<file path="src/rtl/exp_align_ctrl_if.sv">
// Bundles the operand request, shifter and result signals of exp_align_ctrl.
//   master : requester side (drives Start/A/B, provides Sh_Result from the shifter)
//   slave  : exp_align_ctrl side (drives Busy, shifter controls and results)
interface exp_align_ctrl_if;
  localparam int unsigned WORD_W = 32;
  localparam int unsigned MANT_W = 24;
  localparam int unsigned EXP_W  = 8;

  logic              Start;
  logic [WORD_W-1:0] A;
  logic [WORD_W-1:0] B;
  logic              Busy;
  logic [MANT_W-1:0] Sh_Data;
  logic [EXP_W-1:0]  Sh_Count;
  logic              Sh_Direction;
  logic              Sh_Load;
  logic [MANT_W-1:0] Sh_Result;
  logic              Valid;
  logic [MANT_W-1:0] Mant_Large;
  logic [MANT_W-1:0] Mant_Small;
  logic [EXP_W-1:0]  Exp_Out;
  logic              Sign_Large;
  logic              Eff_Sub;
  logic              Swap;
  logic              Sticky;

  modport master (
    output Start, A, B, Sh_Result,
    input  Busy, Sh_Data, Sh_Count, Sh_Direction, Sh_Load, Valid,
    input  Mant_Large, Mant_Small, Exp_Out, Sign_Large, Eff_Sub, Swap, Sticky
  );

  modport slave (
    input  Start, A, B, Sh_Result,
    output Busy, Sh_Data, Sh_Count, Sh_Direction, Sh_Load, Valid,
    output Mant_Large, Mant_Small, Exp_Out, Sign_Large, Eff_Sub, Swap, Sticky
  );
endinterface

</file>
<file path="src/rtl/exp_align_ctrl.sv">
// Operand-alignment front end of the single-precision adder.
// Unpacks A/B, orders them by magnitude, drives count_shifter to right-shift
// the smaller mantissa by the exponent difference and presents the aligned
// pair with a one-cycle Valid pulse.
// Ports:
//   Clk   : rising-edge clock
//   Clear : synchronous active-high reset (shared with count_shifter)
//   bus   : exp_align_ctrl_if.slave (request, shifter control, results)
// Parameter SHIFT_LAT: extra shifter cycles beyond Count before Sh_Result is final.
// Optional macro ALIGN_STICKY_EN: builds the shifted-out sticky logic;
// without it Sticky is tied to 0.
module exp_align_ctrl #(
  parameter int unsigned SHIFT_LAT = 1
) (
  input  logic          Clk,
  input  logic          Clear,
  exp_align_ctrl_if.slave bus
);
  localparam int unsigned WORD_W = 32;
  localparam int unsigned MANT_W = 24;
  localparam int unsigned EXP_W  = 8;
  localparam int unsigned CNT_W  = 8;

  localparam logic [2:0] IDLE = 3'd0;
  localparam logic [2:0] CMP  = 3'd1;
  localparam logic [2:0] LOAD = 3'd2;
  localparam logic [2:0] WAIT = 3'd3;
  localparam logic [2:0] DONE = 3'd4;

  logic [2:0]        state, state_nx;
  logic [WORD_W-1:0] a_q, a_nx, b_q, b_nx;
  logic [CNT_W-1:0]  wait_cnt, wait_cnt_nx;
  logic              busy_q, busy_nx;
  logic              valid_q, valid_nx;
  logic              sh_load_q, sh_load_nx;
  logic [MANT_W-1:0] sh_data_q, sh_data_nx;
  logic [EXP_W-1:0]  sh_count_q, sh_count_nx;
  logic [MANT_W-1:0] mant_large_q, mant_large_nx;
  logic [MANT_W-1:0] mant_small_q, mant_small_nx;
  logic [EXP_W-1:0]  exp_out_q, exp_out_nx;
  logic              sign_large_q, sign_large_nx;
  logic              eff_sub_q, eff_sub_nx;
  logic              swap_q, swap_nx;

  // Unpack and order the registered operands
  logic [EXP_W-1:0]  exp_a, exp_b, eff_a, eff_b, e_l, e_s, diff;
  logic [MANT_W-1:0] mant_a, mant_b, m_l, m_s;
  logic              a_wins, s_l;

  always_comb begin
    exp_a  = a_q[30:23];
    exp_b  = b_q[30:23];
    eff_a  = (exp_a == '0) ? EXP_W'(1) : exp_a;
    eff_b  = (exp_b == '0) ? EXP_W'(1) : exp_b;
    mant_a = {|exp_a, a_q[22:0]};
    mant_b = {|exp_b, b_q[22:0]};
    // A wins ties so Swap stays 0 for equal magnitudes
    a_wins = ({eff_a, mant_a} >= {eff_b, mant_b});
    e_l    = a_wins ? eff_a  : eff_b;
    e_s    = a_wins ? eff_b  : eff_a;
    m_l    = a_wins ? mant_a : mant_b;
    m_s    = a_wins ? mant_b : mant_a;
    s_l    = a_wins ? a_q[31] : b_q[31];
    diff   = e_l - e_s;
  end

  // Next-state and next-output logic
  always_comb begin
    state_nx      = state;
    a_nx          = a_q;
    b_nx          = b_q;
    wait_cnt_nx   = wait_cnt;
    sh_data_nx    = sh_data_q;
    sh_count_nx   = sh_count_q;
    mant_large_nx = mant_large_q;
    mant_small_nx = mant_small_q;
    exp_out_nx    = exp_out_q;
    sign_large_nx = sign_large_q;
    eff_sub_nx    = eff_sub_q;
    swap_nx       = swap_q;

    case (state)
      IDLE: begin
        if (bus.Start) begin
          a_nx     = bus.A;
          b_nx     = bus.B;
          state_nx = CMP;
        end
      end
      CMP: begin
        mant_large_nx = m_l;
        exp_out_nx    = e_l;
        sign_large_nx = s_l;
        eff_sub_nx    = a_q[31] ^ b_q[31];
        swap_nx       = ~a_wins;
        if (diff == '0) begin
          mant_small_nx = m_s;
          state_nx      = DONE;
        end else if (diff > EXP_W'(23)) begin
          // beyond the shifter's range: everything shifts out
          mant_small_nx = '0;
          state_nx      = DONE;
        end else begin
          // shifter inputs must be valid during the Load cycle itself
          mant_small_nx = '0;
          sh_data_nx    = m_s;
          sh_count_nx   = diff;
          state_nx      = LOAD;
        end
      end
      LOAD: begin
        wait_cnt_nx = CNT_W'(32'(sh_count_q) + SHIFT_LAT - 32'd1);
        state_nx    = WAIT;
      end
      WAIT: begin
        if (wait_cnt == '0) begin
          mant_small_nx = bus.Sh_Result;
          state_nx      = DONE;
        end else begin
          wait_cnt_nx = wait_cnt - CNT_W'(1);
        end
      end
      DONE: begin
        state_nx = IDLE;
      end
      default: begin
        state_nx = IDLE;
      end
    endcase

    busy_nx    = (state_nx != IDLE);
    valid_nx   = (state_nx == DONE);
    sh_load_nx = (state_nx == LOAD);
  end

  // State and output registers
  always_ff @(posedge Clk) begin
    if (Clear) begin
      state        <= IDLE;
      a_q          <= '0;
      b_q          <= '0;
      wait_cnt     <= '0;
      busy_q       <= 1'b0;
      valid_q      <= 1'b0;
      sh_load_q    <= 1'b0;
      sh_data_q    <= '0;
      sh_count_q   <= '0;
      mant_large_q <= '0;
      mant_small_q <= '0;
      exp_out_q    <= '0;
      sign_large_q <= 1'b0;
      eff_sub_q    <= 1'b0;
      swap_q       <= 1'b0;
    end else begin
      state        <= state_nx;
      a_q          <= a_nx;
      b_q          <= b_nx;
      wait_cnt     <= wait_cnt_nx;
      busy_q       <= busy_nx;
      valid_q      <= valid_nx;
      sh_load_q    <= sh_load_nx;
      sh_data_q    <= sh_data_nx;
      sh_count_q   <= sh_count_nx;
      mant_large_q <= mant_large_nx;
      mant_small_q <= mant_small_nx;
      exp_out_q    <= exp_out_nx;
      sign_large_q <= sign_large_nx;
      eff_sub_q    <= eff_sub_nx;
      swap_q       <= swap_nx;
    end
  end

`ifdef ALIGN_STICKY_EN
  // Sticky: OR of the smaller-mantissa bits that the alignment shift discards
  logic [MANT_W-1:0] low_mask;
  logic              sticky_cmp, sticky_q;

  always_comb begin
    low_mask = (MANT_W'(1) << diff[4:0]) - MANT_W'(1);
    if (diff == '0)
      sticky_cmp = 1'b0;
    else if (diff > EXP_W'(23))
      sticky_cmp = |m_s;
    else
      sticky_cmp = |(m_s & low_mask);
  end

  always_ff @(posedge Clk) begin
    if (Clear)
      sticky_q <= 1'b0;
    else if (state == CMP)
      sticky_q <= sticky_cmp;
  end

  assign bus.Sticky = sticky_q;
`else
  assign bus.Sticky = 1'b0;
`endif

  assign bus.Busy         = busy_q;
  assign bus.Valid        = valid_q;
  assign bus.Sh_Load      = sh_load_q;
  assign bus.Sh_Data      = sh_data_q;
  assign bus.Sh_Count     = sh_count_q;
  assign bus.Sh_Direction = 1'b0;
  assign bus.Mant_Large   = mant_large_q;
  assign bus.Mant_Small   = mant_small_q;
  assign bus.Exp_Out      = exp_out_q;
  assign bus.Sign_Large   = sign_large_q;
  assign bus.Eff_Sub      = eff_sub_q;
  assign bus.Swap         = swap_q;
endmodule

</file>
<file path="src/flat_wrapper.sv">
// flat-port wrapper written by rule: the top's interface ports become plain ports
module exp_align_ctrl_flat 
#(
  parameter int unsigned SHIFT_LAT = 1
)
  (Clk, Clear, bus_Start, bus_A, bus_B, bus_Sh_Result, bus_Busy, bus_Sh_Data, bus_Sh_Count, bus_Sh_Direction, bus_Sh_Load, bus_Valid, bus_Mant_Large, bus_Mant_Small, bus_Exp_Out, bus_Sign_Large, bus_Eff_Sub, bus_Swap, bus_Sticky);
  exp_align_ctrl_if bus_i ();
  input  logic Clk;
  input  logic Clear;
  input wire logic [$bits(bus_i.Start)-1:0] bus_Start;
  input wire logic [$bits(bus_i.A)-1:0] bus_A;
  input wire logic [$bits(bus_i.B)-1:0] bus_B;
  input wire logic [$bits(bus_i.Sh_Result)-1:0] bus_Sh_Result;
  output wire logic [$bits(bus_i.Busy)-1:0] bus_Busy;
  output wire logic [$bits(bus_i.Sh_Data)-1:0] bus_Sh_Data;
  output wire logic [$bits(bus_i.Sh_Count)-1:0] bus_Sh_Count;
  output wire logic [$bits(bus_i.Sh_Direction)-1:0] bus_Sh_Direction;
  output wire logic [$bits(bus_i.Sh_Load)-1:0] bus_Sh_Load;
  output wire logic [$bits(bus_i.Valid)-1:0] bus_Valid;
  output wire logic [$bits(bus_i.Mant_Large)-1:0] bus_Mant_Large;
  output wire logic [$bits(bus_i.Mant_Small)-1:0] bus_Mant_Small;
  output wire logic [$bits(bus_i.Exp_Out)-1:0] bus_Exp_Out;
  output wire logic [$bits(bus_i.Sign_Large)-1:0] bus_Sign_Large;
  output wire logic [$bits(bus_i.Eff_Sub)-1:0] bus_Eff_Sub;
  output wire logic [$bits(bus_i.Swap)-1:0] bus_Swap;
  output wire logic [$bits(bus_i.Sticky)-1:0] bus_Sticky;
  assign bus_i.Start = bus_Start;
  assign bus_i.A = bus_A;
  assign bus_i.B = bus_B;
  assign bus_i.Sh_Result = bus_Sh_Result;
  assign bus_Busy = bus_i.Busy;
  assign bus_Sh_Data = bus_i.Sh_Data;
  assign bus_Sh_Count = bus_i.Sh_Count;
  assign bus_Sh_Direction = bus_i.Sh_Direction;
  assign bus_Sh_Load = bus_i.Sh_Load;
  assign bus_Valid = bus_i.Valid;
  assign bus_Mant_Large = bus_i.Mant_Large;
  assign bus_Mant_Small = bus_i.Mant_Small;
  assign bus_Exp_Out = bus_i.Exp_Out;
  assign bus_Sign_Large = bus_i.Sign_Large;
  assign bus_Eff_Sub = bus_i.Eff_Sub;
  assign bus_Swap = bus_i.Swap;
  assign bus_Sticky = bus_i.Sticky;
  exp_align_ctrl #(.SHIFT_LAT(SHIFT_LAT)) u_core (.Clk(Clk), .Clear(Clear), .bus(bus_i));
endmodule
</file>
<file path="config.mk">
export PLATFORM = sky130hd
export DESIGN_NAME = exp_align_ctrl_flat
export DESIGN_NICKNAME = d
export VERILOG_FILES = /design/src/rtl/exp_align_ctrl_if.sv /design/src/rtl/exp_align_ctrl.sv /design/src/flat_wrapper.sv
export SDC_FILE = /design/constraint.sdc
export NUM_CORES = 1
export LEC_CHECK = 0
export CORE_ASPECT_RATIO = 0.7
export CORE_MARGIN = 10
export CORE_UTILIZATION = 40
export DETAILED_ROUTE_END_ITERATION = 6
export GPL_TIMING_DRIVEN = 1
export PLACE_DENSITY = 0.63
export REMOVE_ABC_BUFFERS = 1
export SETUP_SLACK_MARGIN = 0.2
export SYNTH_ARGS = -nofsm -noshare
export SYNTH_HDL_FRONTEND = slang
export SYNTH_SLANG_ARGS = --single-unit
</file>
<file path="constraint.sdc">
create_clock -name Clk -period 9.4 [get_ports Clk]
set_input_delay 1.88 -clock Clk [delete_from_list [all_inputs] [get_ports Clk]]
set_output_delay 1.88 -clock Clk [all_outputs]
set_load 0.05 [all_outputs]
</file>
==> results of run 1 <==
[routing by layer]
layer | vias up | wire length (um)
met5 | - | 17
met4 | 2 | 161
met3 | 16 | 2380
met2 | 225 | 11100
met1 | 3606 | 13000
li1 | 3892 | -
[layout by cell type (no fill, tap or decap), types with 4 or more instances in the layout]
master           count
nor3_1               7
a31oi_1              4
a211oi_1            29
ha_1                34
nand4b_1            23
dfxtp_1            169
a221oi_1             4
inv_6                6
a21o_1               4
nand2_1            197
a21oi_1            119
a311oi_1            31
buf_4                7
mux2i_1             29
xnor2_1              4
nor2b_1             28
nand2b_1            14
nor2_1             127
mux2_1              20
nand4_1              4
mux2_2               4
clkdlybuf4s50_1    183
inv_1               40
clkbuf_16           17
o21ai_0             15
nor4_1               4
[how the worst min path moves through the flow]
stage / from / endpoint / slack [ps] / cells after the start
floorplan: u_core.wait_cnt[1] / u_core.wait_cnt[1] / 440 / 2
global placement: u_core.bus.Exp_Out[0] / u_core.bus.Exp_Out[0] / 440 / 2
detailed placement: u_core.bus.Exp_Out[0] / u_core.bus.Exp_Out[0] / 450 / 2
CTS: u_core.bus.Exp_Out[0] / u_core.bus.Exp_Out[0] / 450 / 2
global route: u_core.bus.Swap / u_core.bus.Swap / 480 / 2
finish: u_core.bus.Swap / u_core.bus.Swap / 460 / 2
[layout make-up]
type	count	area share (%)
multi-input combinational	758	41.8
sequential	169	31.0
timing repair buffer	192	17.5
clock buffer	18	3.93
tap	276	3.16
inverter	40	1.37
clock inverter	14	1.24
antenna	1	0.0229
[synth_stat cells (15+ instances only)]
cell | number | area, um2
inv_1 | 40 | 150
a311oi_1 | 31 | 272
nand4b_1 | 23 | 201
o21ai_0 | 15 | 75.1
nand2_1 | 198 | 743
mux2i_1 | 29 | 290
clkbuf_1 | 69 | 259
mux2_1 | 20 | 225
ha_1 | 34 | 425
a21oi_1 | 119 | 596
nor2_1 | 130 | 488
dfxtp_1 | 169 | 3380
nor2b_1 | 28 | 175
a211oi_1 | 29 | 218
[cell families after synthesis]
kind of cell,count (synthesis),synth area share [%]
and+or+nand+nor,430,23.4
adders and majority gates,34,5.06
muxes,53,6.67
xor gates and xnor gates,5,0.521
DFF,169,40.3
AOI/OAI and AO/OA,234,18.2
other,1,0.0446
buffers and inverters,124,5.76
[state kept, by name, indices dropped and copies added, names as in the netlist]
name                   flops
u_core.bus.Mant_Large     24
u_core.bus.Eff_Sub         1
u_core.state               3
u_core.wait_cnt            8
u_core.a_q                32
u_core.bus.Sh_Load         1
u_core.bus.Valid           1
u_core.bus.Sh_Data        24
u_core.bus.Sign_Large      1
u_core.bus.Exp_Out         8
u_core.b_q                32
u_core.bus.Mant_Small     24
u_core.bus.Sh_Count        8
u_core.bus.Busy            1
u_core.bus.Swap            1
[critical path, stage by stage, from the launching register on]
cell	delay [ps]
dfxtp_1	340
or4_1	600
o41a_1	410
ha_1	340
nand4_1	170
nor4_4	90
a221oi_1	360
and2_0	410
nand2_1	430
nor2_1	210
a21oi_1	60
ha_1	200
a31oi_1	230
a21oi_1	120
or3_1	420
a211oi_4	1090
nand4b_1	230
a311oi_1	320
[power breakdown]
group	internal (mW)	switching (mW)	leakage (nW)
registers	0.853	0.0978	1.38
logic	0.582	1.25	2.43
clock network	0.371	0.318	0.270
total	1.81	1.67	4.08
==> results.txt, run 1 <==
GR met3 Demand/Resource = 6.41%
Final non-filler cell area = 0.0109 mm2
Final setup margin = 3270 ps
Critical Path RT = 9730 ps
Multi-input logic area = 0.00457 mm2
Max-cap violations = 0
WP data arrival = 6460 ps
Post-synthesis cell area = 0.00840 mm2
Synth warn = 0
Grt met1 use = 27.0%
Io pins = 187
Crit start category = flip-flop
Syn Inst Count = 1050
Minimum clock period = 6130 ps
Vias in the first global route = 7628
Fraction of layout cells with a size suffix above 1 = 5.29%
Worst slack, placed = 3330 ps
Critical Path Sink = u_core.bus.Mant_Small[3]
Post-CTS sizing = 0
Seq/Total Area, Yosys = 40.3%
Peak VDD IR = 0.000131 V
Worst Setup SP = u_core.b_q[30]
FF-to-FF End = u_core.bus.Mant_Small[3]
Root buffer cell = clkbuf_16
Worst Max-Slew Pin Slew = 1300 ps
1st-pass router iterations = 5
All-Layer GR Usage = 19.4%
Pins Over Slew Limit = 0
CTS tree = yes
Row cnt = 44
Hold slack = 457 ps
Clock Skew = 15.9 ps
Post-CTS Setup Bufs = 0
CP endpoint kind = flip-flop
Initial drt markers = 496
Slew margin rel. = 13.3%
Largest net degree at the start of global routing = 102
Total power = 3.47 mW
Synthesis-to-layout area growth = 30.1%
RSZ-0062 raised after global routing = no
Met2 usage = 28.4%
Hold Fails Final Rpt = 0
Final Net Count = 1303
Hold_buf cts = 0
Peak Freq = 163 MHz
Max Root-Sink Buffers = 2
Clk_lat worst skew = 430 ps
CP max FO = 24
Gr busiest metal = met2
Final period util = 65.2%
Status = completed
Post-synth ARST share = 0%
Die area = 0.0273 mm2
Main flop type after synthesis = dfxtp_1
GPL Wtd Cong = 0.866
R2R depth = 17
Die H = 141 um
Vias per inst = 5.27
Routed len/inst = 18.2 um
Setup_tns = 0 ps
Total global routing overflow = 0
Filler instances = 2019
Num CTS Buffers = 17
Starting Density = 40.6%
Number of synthesized register bits = 169
Reg-to-Reg Start = u_core.b_q[30]
Initial antenna violation count = 2
Routed WL = 26700 um
DRC viols = 0
Setup slack on the worst flop-to-flop path = 3270 ps
Unique masters post-synth = 61
Final Non-Filler Cells = 1468
Final core area utilization = 52.8%
Hold WC Path Type = flip-flop to flip-flop
Leak = 4.08 nW
DP Wirelength = 18600 um
Core area = 0.0207 mm2
Synthesized area per cell = 8.00 um2
Port bufs = 184
Placed Area = 0.0103 mm2
First-pass GRT wire length = 42200 um
Final setup fails = 0
Storage element area = 0.00338 mm2
Placed cells = 1434
Pwr Density = 318 mW/mm2
H-tree Lvls = 4
Routed Antenna Nets = 0
WS Path Type = flip-flop to flip-flop
Clock Sink Count = 169
Reg clk slew, reported paths = 70 ps
Via count = 7741
Number of flops mapped to enable cells by yosys = 0
DIE WIDTH = 193 um
Power figures use the tool's default switching activity.
==> run 2: changes to the inputs <==
PLACE_DENSITY = 0.65   (was 0.63)
clock period = 4.9 ns   (was 9.4 ns; I/O delays follow)
==> results.txt, run 2 (synthesis gave the netlist of run 1 again) <==
Status = completed
Slew margin rel. = 25.9%
Filler instances = 1940
Critical-path top delay cell = or4_4
Commonest non-fill, non-tap cell in the layout = nand2_1
Routed Antenna Nets = 0
DP Wirelength = 19100 um
Io pins = 187
Worst Max-Slew Pin Slew = 1110 ps
Peak VDD IR = 0.000389 V
Reg clk slew, reported paths = 70 ps
Fraction of layout cells with a size suffix above 1 = 11.1%
Clk_lat worst skew = 430 ps
RSZ-0062 raised after global routing = yes
Final Net Count = 1343
Hold WC Path Type = flip-flop to flip-flop
Initial antenna violation count = 2
Pwr Density = 621 mW/mm2
Max incr delay on CP = 540 ps
Port bufs = 184
CP endpoint kind = flip-flop
Clock Sink Count = 169
Core area = 0.0207 mm2
Leak = 4.40 nW
Hold Fails Final Rpt = 0
Initial drt markers = 543
Critical Path RT = 5210 ps
Num CTS Buffers = 17
Starting Density = 40.6%
Vias per inst = 5.30
Peak Freq = 210 MHz
CP cell instances = or4_4 > o41a_1 > ha_1 > nand4_1 > nor4_4 > a221oi_2 > and2_4 > buf_4 > buf_6 > a221oi_4 > o32ai_2 > or4_4 > a211oi_4 > nand4_4 > buf_6 > buf_16 > mux2_1
Die H = 141 um
Routed len/inst = 18.5 um
Via count = 7991
Commonest cells after routing, fill and taps aside = nand2_1 (196), clkdlybuf4s50_1 (183), dfxtp_1 (167), nor2_1 (125), a21oi_1 (117)
Pins Over Slew Limit = 0
Synthesis-to-layout area growth = 38.0%
Max-cap violations = 0
Final setup fails = 0
H-tree Lvls = 4
WP buf/inv = 4
Worst slack, placed = 4.14 ps
Largest registers = u_core.a_q (32), u_core.b_q (32)
Hold_buf cts = 0
Max Root-Sink Buffers = 2
DIE WIDTH = 193 um
All-Layer GR Usage = 19.5%
Clock Skew = 12.8 ps
Root buffer cell = clkbuf_16
DRC viols = 0
Routed WL = 27900 um
GPL Wtd Cong = 0.889
Crit start category = flip-flop
Final setup margin = 145 ps
First-pass GRT wire length = 42000 um
Die area = 0.0273 mm2
Hold slack = 458 ps
WS Path Type = flip-flop to flip-flop
Row cnt = 44
Minimum clock period = 4760 ps
Final period util = 97.0%
Total global routing overflow = 0
1st-pass router iterations = 5
CP max FO = 7
CTS tree = yes
WP data arrival = 5060 ps
Total power = 7.19 mW
Largest net degree at the start of global routing = 144
Worst path top cell family by delay = simple AND/OR/NAND/NOR gates
Vias in the first global route = 7324
## run 2: final timing paths
check                         from                      to  slack (ps)  depth (start not counted)
max                 u_core.b_q[26]  u_core.bus.Sh_Data[10]         140                         17
min          u_core.bus.Exp_Out[0]   u_core.bus.Exp_Out[0]         460                          2
max reg2reg         u_core.b_q[26]  u_core.bus.Sh_Data[10]         140                         17
min reg2reg  u_core.bus.Exp_Out[0]   u_core.bus.Exp_Out[0]         460                          2
## run 2: layout make-up
type,count,area (um2),area share (%)
Multi-Input combinational cell,758,4760,41.1
Sequential cell,169,3390,29.2
Timing Repair Buffer,232,2360,20.4
Clock buffer,17,425,3.67
Tap cell,276,345,2.98
Clock inverter,15,155,1.34
Inverter,40,150,1.30
Antenna cell,1,2.50,0.0216
## run 2: report_power, final
group / total, mW / internal (mW) / switching, mW
clock: 1.35 / 0.722 / 0.628
combinational: 4.02 / 1.47 / 2.55
sequential: 1.82 / 1.64 / 0.183
total: 7.19 / 3.83 / 3.36
## run 2: metal layers
metal / GRT usage [%] / wire length, um / part of all wire [%] / up-vias
li1: - / - / - / 3971
met1: 29.0 / 13800 / 49 / 3704
met2: 26.4 / 10900 / 39 / 297
met3: 6.36 / 2920 / 10 / 17
met4: 3.79 / 216 / 0.77 / 2
met5: 0 / 13 / 0.047 / -
## run 2: worst register-to-register path, cell delays in order (launching register included)
cell and delay, ps:
dfxtp_2 320, or4_4 540, o41a_1 390, ha_1 340, nand4_1 190, nor4_4 260
a221oi_2 110, and2_4 180, buf_4 130, buf_6 130, a221oi_4 310, o32ai_2 150
or4_4 510, a211oi_4 270, nand4_4 180, buf_6 190, buf_16 150, mux2_1 300
## run 2: through the flow
stage                     std cells  instance area (um2)  setup TNS, ps  util [%]
after CTS                      1502                11400              0      55.2
after floorplan                 967                 8070        -159860         -
after global routing           1507                11600          -39.2      56.0
after detailed placement       1458                10600              0      51.0
final                          1508                11600              0      56.0
after global placement         1458                10600              0      51.0
## run 2: repair_timing
item | CTS | global route
resized for setup | 32 | 25
gates cloned | 4 | 0
pin swaps | 13 | 17
setup buffers | 8 | 5
endpoints found under the setup margin | 56 | 59
